**src/rtl/qar_timer.sv**
```systemverilog
// Memory-mapped 64-bit machine timer with prescaler, compare and level interrupt.
// Single-cycle registered bus response; MTIME_HI reads return a shadow latched on MTIME_LO reads.
module qar_timer #(
    parameter logic [31:0] BASE_ADDR   = 32'h0000_0400,
    parameter logic [31:0] PRESC_RESET = 32'd0
) (
    input  logic        clk,
    input  logic        rst_n,
    input  logic        mem_valid,
    input  logic        mem_we,
    input  logic [31:0] mem_addr,
    input  logic [31:0] mem_wdata,
    output logic        mem_ready,
    output logic [31:0] mem_rdata,
    output logic        irq_timer
);
    localparam logic [2:0] OFF_MTIME_LO = 3'd0;
    localparam logic [2:0] OFF_MTIME_HI = 3'd1;
    localparam logic [2:0] OFF_CMP_LO   = 3'd2;
    localparam logic [2:0] OFF_CMP_HI   = 3'd3;
    localparam logic [2:0] OFF_CTRL     = 3'd4;
    localparam logic [2:0] OFF_PRESC    = 3'd5;

    logic        hit_c;
    logic        accept_c;
    logic        wr_c;
    logic        rd_c;
    logic [2:0]  offset_c;
    logic        unused_c;

    logic [63:0] mtime_q, mtime_d;
    logic [63:0] cmp_q, cmp_d;
    logic [31:0] shadow_q, shadow_d;
    logic [31:0] pcnt_q, pcnt_d;
    logic [31:0] presc_q, presc_d;
    logic [1:0]  ctrl_q, ctrl_d;
    logic        ready_q, ready_d;
    logic [31:0] rdata_q, rdata_d;
    logic        irq_q, irq_d;

    assign unused_c = ^mem_addr[1:0];

    // Address decode; no acceptance while a response is on the bus.
    always_comb begin
        hit_c    = (mem_addr[31:5] == BASE_ADDR[31:5]);
        offset_c = mem_addr[4:2];
        accept_c = mem_valid & hit_c & ~ready_q;
        wr_c     = accept_c & mem_we;
        rd_c     = accept_c & ~mem_we;
    end

    // Timer/register next state; software MTIME writes override the tick.
    always_comb begin
        mtime_d  = mtime_q;
        pcnt_d   = pcnt_q;
        shadow_d = shadow_q;
        cmp_d    = cmp_q;
        ctrl_d   = ctrl_q;
        presc_d  = presc_q;

        if (ctrl_q[0]) begin
            if (pcnt_q == presc_q) begin
                pcnt_d  = 32'd0;
                mtime_d = mtime_q + 64'd1;
            end else begin
                pcnt_d = pcnt_q + 32'd1;
            end
        end

        if (wr_c) begin
            case (offset_c)
                OFF_MTIME_LO: begin
                    mtime_d = {mtime_q[63:32], mem_wdata};
                    pcnt_d  = 32'd0;
                end
                OFF_MTIME_HI: begin
                    mtime_d  = {mem_wdata, mtime_q[31:0]};
                    shadow_d = mem_wdata;
                    pcnt_d   = 32'd0;
                end
                OFF_CMP_LO: cmp_d[31:0]  = mem_wdata;
                OFF_CMP_HI: cmp_d[63:32] = mem_wdata;
                OFF_CTRL:   ctrl_d       = mem_wdata[1:0];
                OFF_PRESC:  presc_d      = mem_wdata;
                default:    ;
            endcase
        end

        if (rd_c && (offset_c == OFF_MTIME_LO)) begin
            shadow_d = mtime_q[63:32];
        end
    end

    // Bus response and interrupt, evaluated on post-edge register values.
    always_comb begin
        ready_d = accept_c;
        rdata_d = 32'd0;
        if (rd_c) begin
            case (offset_c)
                OFF_MTIME_LO: rdata_d = mtime_q[31:0];
                OFF_MTIME_HI: rdata_d = shadow_q;
                OFF_CMP_LO:   rdata_d = cmp_q[31:0];
                OFF_CMP_HI:   rdata_d = cmp_q[63:32];
                OFF_CTRL:     rdata_d = {30'd0, ctrl_q};
                OFF_PRESC:    rdata_d = presc_q;
                default:      rdata_d = 32'd0;
            endcase
        end
        irq_d = ctrl_d[1] & (mtime_d >= cmp_d);
    end

    always_ff @(posedge clk or negedge rst_n) begin
        if (!rst_n) begin
            mtime_q  <= 64'd0;
            cmp_q    <= 64'hFFFF_FFFF_FFFF_FFFF;
            shadow_q <= 32'd0;
            pcnt_q   <= 32'd0;
            presc_q  <= PRESC_RESET;
            ctrl_q   <= 2'd0;
            ready_q  <= 1'b0;
            rdata_q  <= 32'd0;
            irq_q    <= 1'b0;
        end else begin
            mtime_q  <= mtime_d;
            cmp_q    <= cmp_d;
            shadow_q <= shadow_d;
            pcnt_q   <= pcnt_d;
            presc_q  <= presc_d;
            ctrl_q   <= ctrl_d;
            ready_q  <= ready_d;
            rdata_q  <= rdata_d;
            irq_q    <= irq_d;
        end
    end

    assign mem_ready = ready_q;
    assign mem_rdata = rdata_q;
    assign irq_timer = irq_q;

endmodule

```
**config.mk**
```make
export PLATFORM = sky130hd
export DESIGN_NAME = qar_timer
export DESIGN_NICKNAME = d
export VERILOG_FILES = /design/src/rtl/qar_timer.sv
export SDC_FILE = /design/constraint.sdc
export NUM_CORES = 1
export LEC_CHECK = 0
export ABC_AREA = 1
export CORE_MARGIN = 3
export CORE_UTILIZATION = 55
export DETAILED_ROUTE_END_ITERATION = 8
export HOLD_SLACK_MARGIN = 0.03
export MAX_ROUTING_LAYER = met4
export PLACE_DENSITY = 0.75
export SLEW_MARGIN = 20
export SYNTH_ARGS = -nofsm -noshare
export SYNTH_HDL_FRONTEND = slang
export SYNTH_SLANG_ARGS = --single-unit
export TNS_END_PERCENT = 100
```
**constraint.sdc**
```tcl
create_clock -name clk -period 3.3 [get_ports clk]
set_input_delay 0.495 -clock clk [delete_from_list [all_inputs] [get_ports clk]]
set_output_delay 0.495 -clock clk [all_outputs]
set_load 0.01 [all_outputs]
```
==> Word-level counts from Yosys, hierarchy flattened <==
Cells that the tools add are included.
{ "totals": {"reg_bits": 260, "latchBits": 0, "ramBits": 0, "romBits": 0, "in_bits": 68, "mem_count": 0} }
{ "op_classes": {"addsub": 2, "n_mul": 0, "div_mod_pow": 0, "magnitude_cmp": 1, "n_eq_ne": 7, "shifts": 0, "n_mux": 18, "n_bitwise": 7, "reduce_logical": 8} }
{ "op_table": {"columns": ["cell", "count"], "rows": [
  ["2-to-1 mux 32 bit", 10],
  ["2-to-1 mux 64 bit", 4],
  ["case mux 32 bit (6 select lines)", 1],
  ["case mux 64 bit (2 select lines)", 1],
  ["adder 64 x 1 -> 64 bit (second input constant)", 1],
  [">= comparator 64 bit", 1],
  ["adder 32 x 1 -> 32 bit (second input constant)", 1],
  ["== test 32 bit", 1],
  ["== test 27 x 6 -> 1 bit (second input constant)", 1],
  ["== test 3 x 2 -> 1 bit (second input constant)", 2],
  ["== test 3 bit (second input constant)", 2],
  ["AND reduction 2 bit", 3],
  ["bitwise AND 1 bit", 5],
  ["2-to-1 mux 2 bit", 2],
  ["nonzero test 2 bit", 2],
  ["== test 3 x 1 -> 1 bit (second input constant)", 1],
  ["zero test 3 bit", 1],
  ["inverter 1 bit", 2],
  ["OR reduction 2 bit", 1],
  ["logical AND 1 bit", 1]
]} }

==> Depth between registers and ports, before layout <==
{ "logic_depth": {"ltp_word": 7, "mapped_depth": 27, "mapped_depth_nobuf": 27} }

==> Worst setup path before layout <==
Ideal clock, no wire load.
{ "synth_timing": {"path_type": "input to register", "start": "input mem_addr[28]", "end": "register irq_q, in the netlist irq_timer", "setup_ps": 63, "arrival_time_ps": 2777, "t_required_ps": 3237, "slack_ps": 460, "stages": 19, "path_buffers": 2, "cell_sequence": "nor2_1 -> nand2_1 -> nor2_1 -> nand4_1 -> nor2_2 -> nand3_2 -> buf_2 -> buf_2 -> nand2_1 -> nand2_1 -> ha_1 -> nand2_1 -> nor3_1 -> nand3_1 -> nor2_1 -> nand4_1 -> nand3_1 -> nand2_1 -> inv_1"} }
{ "synth_between": {"elab_chain_len": 7} }
{ "synth_rtl": {"columns": ["element", "line", "source"], "rows": [
  ["from (decl)", "11", "input logic [31:0] mem_addr,"],
  ["== test 27 x 6 -> 1 bit", "45", "hit_c = (mem_addr[31:5] == BASE_ADDR[31:5]);"],
  ["bitwise AND 1 bit (2 in series)", "47", "accept_c = mem_valid & hit_c & ~ready_q;"],
  ["net accept_c", "25", "logic accept_c;"],
  ["bitwise AND 1 bit", "48", "wr_c = accept_c & mem_we;"],
  ["2-to-1 mux 64 bit", "70", "if (wr_c) begin"],
  ["net mtime_d[63]", "31", "logic [63:0] mtime_q, mtime_d;"],
  [">= comparator 64 bit", "109", "irq_d = ctrl_d[1] & (mtime_d >= cmp_d);"],
  ["bitwise AND 1 bit", "109", null],
  ["net irq_d", "39", "logic irq_q, irq_d;"],
  ["to (signal assigned)", "132", "irq_q <= irq_d;"],
  ["to (decl)", "39", null]
]} }
The timed path passes the listed nets, and every way through them passes these cells.
A chain may end at the register's enable or synchronous reset.

==> Worst setup path after layout <==
{ "layout_timing": {"start": "register presc_q[5]", "end": "register irq_q, in the netlist irq_timer"} }
{ "layout_between": {"elab_chain_len": 7} }
{ "layout_rtl": {"columns": ["element", "line", "source"], "rows": [
  ["from (decl)", "35", "logic [31:0] presc_q, presc_d;"],
  ["from (signal assigned)", "128", "presc_q <= presc_d;"],
  ["== test 32 bit *", "62", "if (pcnt_q == presc_q) begin"],
  ["2-to-1 mux 64 bit *", "62", null],
  ["2-to-1 mux 64 bit *", "61", "if (ctrl_q[0]) begin"],
  ["case mux 64 bit (2 select lines)", "71", "case (offset_c)"],
  ["2-to-1 mux 64 bit *", "70", null],
  ["net mtime_d[19]", "31", null],
  [">= comparator 64 bit *", "109", null],
  ["bitwise AND 1 bit *", "109", null],
  ["net irq_d", "39", null]
]} }
The timed path passes the listed nets; every way through them passes the cells marked *.

==> flow_metrics.tcl <==
set metrics [dict create \
    wl_per_cell_um 21.4 \
    cts_buffer_depth 3 \
    first_global_vias 20900 \
    ioPinCount 102 \
    stdcell_count 3747 \
    setup_violations 1 \
    ys.flop_type "dfrtp_1" \
    die_h_um 187 \
    postRouteAntennaNets 0 \
    worst_hold_slack_ns 0.492 \
    avgSynthCellArea_um2 6.54 \
    outcome "complete, but fails checks" \
    nets 3421 \
    period_minus_slack_ns 3.41 \
    end_kind "flop" \
    min_from "shadow_q[23]" \
    grt_pass1_wl_um 118000 \
    fin_crit_sh_pct 103 \
    async_reset_ff_share_pct 100 \
    ctsRootBufferMaster "clkbuf_16" \
    rsz0062_at_grt "true" \
    io_buffers 99 \
    ys_seq_area_share_pct 36.6 \
    area_growth_pct 41.8 \
    synthCells 2748 \
    placed_cell_area_mm2 0.0226 \
    firstDrtPassIters 7 \
    setup_tns_ns -0.109 \
    num_vias 22200 \
    gp_congestion 1.05 \
    place_hpwl_um 59000 \
    syn-num-nets 2882 \
    hold_viol_final 0 \
    post-route-util_pct 79.9 \
    cp_data_required_time_ns 3.80 \
    max_stage_delay_ns 0.44 \
    violations "negative setup slack" \
    syn-cell-area_mm2 0.0180 \
    overflow 0 \
    maxCapViolCount 0 \
    numCtsBuffers 30 \
    cp-startpoint "presc_q[5]" \
    worst_pin_slew_ns 0.879 \
    hp-class "reg2reg" \
    wirelength_um 80300 \
    htree_num_levels 1 \
    antenna_found_initial 1 \
    cts_tree "built" \
    ir_worst_vdd_v 0.000464 \
    clk_pin_slew_ns 0.06 \
    start_util_pct 56.4 \
    setup_slack_ns -0.109 \
    ys_seq_elements 260 \
    std_cell_rows 65 \
    powerDensity_mw_per_mm2 288 \
    reg2reg_from "presc_q[5]" \
    fmax_mhz 293 \
    synthDistinctLibCells 41 \
    leakage_nw 12.5 \
    path_class "reg2reg" \
    cp_slowest_cell "dfrtp_1" \
    drtIter0Drc 3129 \
    final_area_mm2 0.0255 \
    worstSkewPairLatency_ns 0.61 \
    synth-edff-count 0 \
    start_kind "flop" \
    via_per_inst 5.92 \
    dieWidth_um 187 \
    core_area_mm2 0.0319 \
    drv_slew 0 \
    holdPathStages 2 \
    slew_headroom_pct 41.4 \
    cts_num_sinks 260 \
    worst-r2r-cell-count 27 \
    grt.total_usage_pct 44.6 \
    grt_max_degree 98 \
    path_common_cell "nand2_1" \
    drive_gt1_share_pct 28.1 \
    yosys_warnings 0 \
    dieArea_mm2 0.0349 \
    path_max_fanout 7 \
    placedCellCount 3631 \
    skew_ns 0.0149 \
    crit_arrival_ns 3.90 \
    drc 0 \
]
-- final cells by class --
type,count,area [um2]
fill,2276,6390
inverter,364,1370
clock inverter,20,278
tap,435,544
antenna,1,2.50
timing repair buffer,603,5120
clock buffer,36,813
multi-input combinational,2028,10800
sequential,260,6610
-- worst max-delay path: cells and delay by family, from the launching register on --
| family | cells | cell delay [ns] |
|---|---|---|
| simple gates | 18 | 1.55 |
| buf+inv | 5 | 0.55 |
| flops | 1 | 0.44 |
| fa+ha+maj | 1 | 0.26 |
| compound gates | 3 | 0.51 |
-- per-stage QoR --
stage               power, mW  setup WS [ns]
finish                   7.35         -0.109
CTS                      7.31        -0.0662
detailed placement       3.67         -0.633
global placement         3.66         -0.681
global route             7.48         -0.279
floorplan                3.36          0.460
-- layout by cell type (no fill, tap or decap), drive strengths merged, types with 3 or more instances in the layout --
cell           netlist  final
nor3                36     36
o22ai               89     89
clkbuf              56     37
dfstp               64     64
nand3b              10     10
nand3              160    160
clkinvlp             0      8
nand2             1014   1014
nor4                 8      8
ha                  66     66
bufinv               0      5
clkdlybuf4s50        0     98
and2                 3      3
dfrtp              196    196
xnor2                6      6
clkinv               0      6
nand4               26     26
a31oi               30     30
xor2                40     40
nor2               286    286
buf                 40    503
a211oi               5      5
o21ai              171    171
a21oi               71     71
inv                364    365
-- timing repair --
action                                  in CTS  in global routing
pin swaps                                   49                101
buffers inserted                            32                 26
hold endpoints to repair                    72                  0
cloned                                       2                  1
hold buffers                                 1                  0
resized for setup                          103                232
endpoints found under the setup margin       1                  1
-- sequential cells by signal, summed over array words and instances (netlist names) --
| register | count |
|---|---|
| ctrl_q | 2 |
| irq_timer | 1 |
| mem_ready | 1 |
| presc_q | 32 |
| pcnt_q | 32 |
| cmp_q | 64 |
| shadow_q | 32 |
| mem_rdata | 32 |
| mtime_q | 64 |
-- metal layers --
metal	vias up	track usage [%]	share of wire [%]
li1	9817	-	-
met1	10200	58.4	37
met2	1733	65.0	42
met3	390	12.5	14
met4	0	19.5	6.0
met5	-	-	0
-- kinds of logic after synthesis --
family | count (synthesis) | synth area share, %
buffers and inverters | 460 | 10.1
flip-flops | 260 | 36.6
adder cells (fa/ha/maj) | 66 | 4.59
XOR/XNOR | 46 | 2.24
AO/OA/AOI/OAI | 371 | 11.3
AND/OR/NAND/NOR | 1545 | 35.1
-- path summary, 6_finish.rpt --
check | end | slack [ns]
worst min-delay path | shadow_q[23] | 0.49
max in group asynchronous | cmp_q[29] | 1.74
worst max-delay path | irq_timer | -0.11
min in group asynchronous | pcnt_q[6] | 0.52
worst max register to register | irq_timer | -0.11
worst min register to register | shadow_q[23] | 0.49
-- cells in the mapped netlist (2+ instances only) --
library cell	instances	area [um2]
nand2_1	1008	3780
inv_1	347	1300
nor2_1	271	1020
dfrtp_1	196	4900
nand3_1	159	796
o21ai_0	118	591
o22ai_1	89	557
a21oi_1	71	355
ha_1	66	826
dfstp_2	64	1680
clkbuf_1	56	210
o21ai_1	53	265
xor2_1	40	350
nor3_1	32	160
a31oi_1	30	188
nand4_1	25	156
buf_2	21	105
inv_2	17	63.8
buf_4	10	75.1
nor2_2	10	62.6
nand3b_1	9	67.6
nor4_1	7	43.8
nand2_2	6	37.5
xnor2_1	6	52.6
a211oi_1	5	37.5
buf_1	5	18.8
nor2_4	5	56.3
buf_6	4	45.0
and2_1	3	18.8
nor3_2	3	30.0
a221oi_1	2	17.5
-- power by group --
part	switching, mW	internal [mW]
logic	0.289	0.160
clock network	1.55	2.17
registers	0.000000395	3.19
Power figures use the tool's default switching activity.
